===== src/rtl/puf_ro_array.sv =====
// puf_ro_array: NUM_BITS ring-oscillator PUF cells with windowed counting and per-bit majority vote.
// Optional PUF_STABILITY_FLAG_EN adds the per-bit non-unanimous vote flag output.
module puf_ro_array #(
    parameter int NUM_BITS = 8,
    parameter int CNT_W    = 16,
    parameter int WINDOW   = 1024,
    parameter int VOTES    = 3
) (
    input  logic                clk,
    input  logic                computer_reset_n,
    input  logic                start,
    input  logic [NUM_BITS-1:0] challenge,
    input  logic [NUM_BITS-1:0] ro_tick_a,
    input  logic [NUM_BITS-1:0] ro_tick_b,
    output logic                busy,
    output logic                done,
    output logic [NUM_BITS-1:0] response,
    output logic                response_valid
`ifdef PUF_STABILITY_FLAG_EN
    ,
    output logic [NUM_BITS-1:0] unstable
`endif
);
    localparam int WW = $clog2(WINDOW) + 1;
    localparam int TW = $clog2(VOTES + 1);
    localparam logic [WW-1:0] WIN_LAST   = WW'(WINDOW - 1);
    localparam logic [TW-1:0] VOTES_LAST = TW'(VOTES - 1);
    localparam logic [TW-1:0] VOTES_T    = TW'(VOTES);
    localparam logic [TW-1:0] HALF       = TW'(VOTES / 2);

    typedef enum logic [1:0] {IDLE, COUNT, COMPARE, DONE} state_t;

    state_t                         state;
    logic [NUM_BITS-1:0][CNT_W-1:0] cnt_a, cnt_b, cnt_a_nxt, cnt_b_nxt;
    logic [NUM_BITS-1:0][TW-1:0]    tally, tally_nxt;
    logic [NUM_BITS-1:0]            chal, eval, vote, split;
    logic [WW-1:0]                  win;
    logic [TW-1:0]                  round;

    // Counters hold at all-ones; tally_nxt already includes the current round's vote.
    for (genvar i = 0; i < NUM_BITS; i++) begin : g_cell
        assign cnt_a_nxt[i] = cnt_a[i] + CNT_W'(ro_tick_a[i] & ~&cnt_a[i]);
        assign cnt_b_nxt[i] = cnt_b[i] + CNT_W'(ro_tick_b[i] & ~&cnt_b[i]);
        assign eval[i]      = (cnt_a[i] > cnt_b[i]) ^ chal[i];
        assign tally_nxt[i] = tally[i] + TW'(eval[i]);
        assign vote[i]      = tally_nxt[i] > HALF;
        assign split[i]     = (tally_nxt[i] != '0) && (tally_nxt[i] != VOTES_T);
    end

    always_ff @(posedge clk or negedge computer_reset_n) begin
        if (!computer_reset_n) begin
            state          <= IDLE;
            busy           <= 1'b0;
            done           <= 1'b0;
            response       <= '0;
            response_valid <= 1'b0;
            chal           <= '0;
            cnt_a          <= '0;
            cnt_b          <= '0;
            tally          <= '0;
            win            <= '0;
            round          <= '0;
`ifdef PUF_STABILITY_FLAG_EN
            unstable       <= '0;
`endif
        end else begin
            done <= 1'b0;
            case (state)
                IDLE: if (start) begin
                    chal           <= challenge;
                    cnt_a          <= '0;
                    cnt_b          <= '0;
                    tally          <= '0;
                    win            <= '0;
                    round          <= '0;
                    response_valid <= 1'b0;
                    busy           <= 1'b1;
                    state          <= COUNT;
                end
                COUNT: begin
                    cnt_a <= cnt_a_nxt;
                    cnt_b <= cnt_b_nxt;
                    win   <= win + 1'b1;
                    if (win == WIN_LAST) state <= COMPARE;
                end
                COMPARE: begin
                    tally <= tally_nxt;
                    round <= round + 1'b1;
                    cnt_a <= '0;
                    cnt_b <= '0;
                    win   <= '0;
                    if (round == VOTES_LAST) begin
                        state          <= DONE;
                        done           <= 1'b1;
                        response       <= vote;
                        response_valid <= 1'b1;
`ifdef PUF_STABILITY_FLAG_EN
                        unstable       <= split;
`endif
                    end else begin
                        state <= COUNT;
                    end
                end
                DONE: begin
                    busy  <= 1'b0;
                    state <= IDLE;
                end
            endcase
        end
    end

`ifndef PUF_STABILITY_FLAG_EN
    logic unused_split;
    assign unused_split = ^split;
`endif
endmodule


===== config.mk =====
export PLATFORM = sky130hd
export DESIGN_NAME = puf_ro_array
export DESIGN_NICKNAME = d
export VERILOG_FILES = /design/src/rtl/puf_ro_array.sv
export SDC_FILE = /design/constraint.sdc
export NUM_CORES = 1
export LEC_CHECK = 0
export CORE_MARGIN = 1
export CORE_UTILIZATION = 40
export DETAILED_ROUTE_END_ITERATION = 7
export HOLD_SLACK_MARGIN = 0.05
export SLEW_MARGIN = 20
export SYNTH_ARGS = -nofsm -noshare
export SYNTH_HDL_FRONTEND = slang
export SYNTH_SLANG_ARGS = --single-unit

===== constraint.sdc =====
create_clock -name clk -period 3.4 [get_ports clk]
set_clock_uncertainty 0.2 [all_clocks]
set_input_delay 0.51 -clock clk [delete_from_list [all_inputs] [get_ports clk]]
set_output_delay 0.51 -clock clk [all_outputs]
set_load 0.05 [all_outputs]

==> summary.txt <==
Status
  • Status: finished, final reports clean

Clocking
  • Clock buffer count from CTS: 37
  • Postcts setup bufs: 0
  • CTS max path bufs: 3
  • Clk sinks: 306
  • Clk_lat worst skew: 540 ps
  • H-tree lvl count: 2
  • CTS tree: yes
  • CTS Root Cell: clkbuf_16
  • Clock slew at reported path FFs: 60 ps

GRT
  • Number of global-route vias before repair: 16,000
  • Largest net degree at the start of global routing: 104
  • Total GRT Usage: 19.7%
  • Antenna violations before repair: 0
  • First-pass GRT wire length: 79,100 um
  • Gr ovfl total: 0

Critical path
  • Crit path from: cnt_a[77]
  • CP max FO: 7
  • Slowest Stage Delay on Critical Path: 590 ps
  • Worst r2r dst: tally[9]
  • Crit-path cells: ha_1, nand4_1, nor3_1, or3_1, o41ai_1, buf_4, xnor2_1, ha_1, nand2b_1, o21ai_0, a22o_1
  • Critical Path AT: 3430 ps
  • Reg2Reg Depth: 11
  • Worst path slowest cell: o41ai_1
  • Critical Path RT: 3620 ps
  • Setup crit end: tally[9]
  • RR Startpoint: cnt_a[77]
  • Register-to-register setup slack: 200 ps
  • Startpoint Class: flop
  • Most used cell, CP: ha_1
  • CP Capture Type: flop
  • WS Path Type: flop to flop

Yosys
  • Syn Nets: 2,381
  • Post-synthesis mux area share: 0.477%
  • Xor and xnor area share after synthesis: 1.71%
  • Synth Area in Simple Gates: 18.8%
  • Ranking of synthesized cells by area: dfrtp_1 41%, ha_1 11%, o21ai_0 9.4%
  • Post-synth EDFFs: 0
  • Netlist cell types: 54
  • Main flop type after synthesis: dfrtp_1
  • Mapped Area: 18,900 um2
  • Largest family of logic cells by synthesized area: compound AO/OA/AOI/OAI gates
  • Post-synth top area cell: dfrtp_1
  • Mean Syn Cell Area: 8.66 um2
  • Synthesized flop and latch total: 306
  • Post-synth ARST share: 100%
  • Post-Synth Adder-Cell Area: 11.3%
  • Top-area cell type share of the netlist area: 40.5%
  • Seq/Total Area, Yosys: 40.5%
  • Compound-Gate Fraction of Synth Area: 22.1%
  • Synth Instances: 2,184
  • Yosys warns: 0
  • Post-synth top cells: 354 x o21ai_0, 306 x dfrtp_1, 226 x nand2_1
  • Count leader, synth: o21ai_0

Layout
  • Multi-input logic area: 10,300 um2
  • FF/Latch Area: 7660 um2
  • Fillers: 4,463
  • Antenna diodes: 0
  • Fin nets: 2,395
  • Final core occ: 45.7%
  • Share of layout cells above drive strength 1: 5.39%
  • Synthesis-to-finish area growth: 12.5%

Placement
  • Post-DP HPWL: 31,300 um
  • GP Congestion: 0.844
  • # port buffers: 37

Power
  • Comb pwr share: 25.2%
  • Psw: 4.19 mW
  • Worst vdd ir: 0.601 mV
  • Leakage Power: 9.08 nW
  • Clock share of power: 31.4%
  • Sw Share: 34.3%
  • Pint: 8.02 mW
  • Reg power frac: 43.5%
  • Power Density: 574 nW/um2

Floorplan
  • Core area: 46,600 um2
  • Die Y: 219 um
  • Die width: 219 um
  • Initial Utilization: 40.6%
  • Num rows: 79
  • Io pins: 38
  • Die footprint: 48,100 um2

STA
  • Setup TNS: 0 ps
  • Max-slew headroom: 44.5%
  • Max-slew violations: 0
  • Tcrit/Tclk final: 94.3%
  • Min cycle time layout: 3200 ps
  • Final Hold Fails: 0
  • Fmax: 312 MHz
  • Worst-margin pin slew: 829 ps
  • RSZ-0062 raised after global routing: false
  • Setup violations, final: 0

Routing
  • Via count: 16,300
  • WL final: 46,500 um
  • Routed vias/inst: 5.77
  • Post-DR wirelength/cell: 16.4 um
  • Antenna-violating nets left: 0
  • Pre-antenna DRT Iters: 5
  • Starting DRT DRC Count: 953
  • Residual DRC: 0

Flow run
  • MaxCap Viol Count: 0

Worst hold path
  • Worst min-delay path class: flop to flop
  • Hold Crit Start: round[1]
[stage by stage]
step / worst slack [ps] / instances / power (mW) / hold WS, ps / area, um2
finish: 195 / 2832 / 12.2 / 290 / 21300
global route: 11.2 / 2832 / 13.2 / 310 / 21300
CTS: 57.9 / 2832 / 12.3 / 296 / 21200
detailed placement: 108 / 2765 / 8.42 / 278 / 20100
global placement: 176 / 2765 / 8.26 / 267 / 20100
floorplan: 561 / 2184 / 7.36 / 14.4 / 18900
[flip-flops by register name, indices dropped and copies added (netlist names)]
register and count:
busy 1, tally 16, chal 8, state 2, response 8, done 1
win 11, cnt_b 128, cnt_a 128, response_valid 1, round 2
[how the worst min path moves through the flow]
| stage | end | slack [ps] | cells after the start |
|---|---|---|---|
| 3_3_place_gp | round[1] | 270 | 2 |
| 4_1_cts | round[1] | 300 | 2 |
| 5_1_grt | round[1] | 310 | 2 |
| 6_report | round[1] | 290 | 2 |
| 3_5_place_dp | round[1] | 280 | 2 |
| 2_1_floorplan | busy | 10 | 0 |
[power by group through the flow]
stage,Sequential (mW),Combinational (mW),Clock (mW)
final,5.31,3.07,3.83
after global routing,5.45,3.60,4.10
after CTS,5.30,3.08,3.95
after global placement,5.33,2.93,0
after floorplan,5.07,2.30,0
after detailed placement,5.35,3.07,0
[what timing repair did]
action	CTS	global route
resized for setup	0	5
hold endpoints to repair	77	0
endpoints found under the setup margin	0	1
hold buffers	1	0
[metal layers]
layer  share of wire (%)  GRT usage [%]
met1                  47           26.3
met2                  48           33.6
met3                 3.9           2.38
met4                 1.5           4.81
met5                   0              0
[cell families (layout without fill, tap and decap cells)]
family                   after synthesis  in the layout
buffers and inverters                247            288
flip-flops                           306            306
AND/OR/NAND/NOR                      693            693
multiplexers                           8              8
XOR/XNOR                              37             37
AO/OA/AOI/OAI                        723            723
adder cells (fa/ha/maj)              170            170
[placed cells by master, fill, tap and decap left out, types with 45 or more instances in the layout]
master   instances
nand4_1        107
nand2_1        225
inv_1          150
nand3_1        119
o21ai_0        354
dfrtp_1        306
a21oi_1        127
o22ai_1         45
a31oi_1         76
nor2_1          56
ha_1           170
[critical path: cells and delay by family (launching register included)]
kind                     cells  cell delay [ps]
adder cells (fa/ha/maj)      2              510
XOR/XNOR                     1              110
flip-flops                   1              460
buffers and inverters        1              210
AO/OA/AOI/OAI                3              880
AND/OR/NAND/NOR              4              700
[final cells by class]
type / instances / share of cell area (%)
clock inverters: 16 / 0.647
well taps: 607 / 3.57
multi-input cells: 1631 / 48.5
flip-flops and latches: 306 / 36.0
repair buffers: 72 / 3.78
inverters: 150 / 2.65
clock buffers: 50 / 4.82
Power figures use the tool's default switching activity.
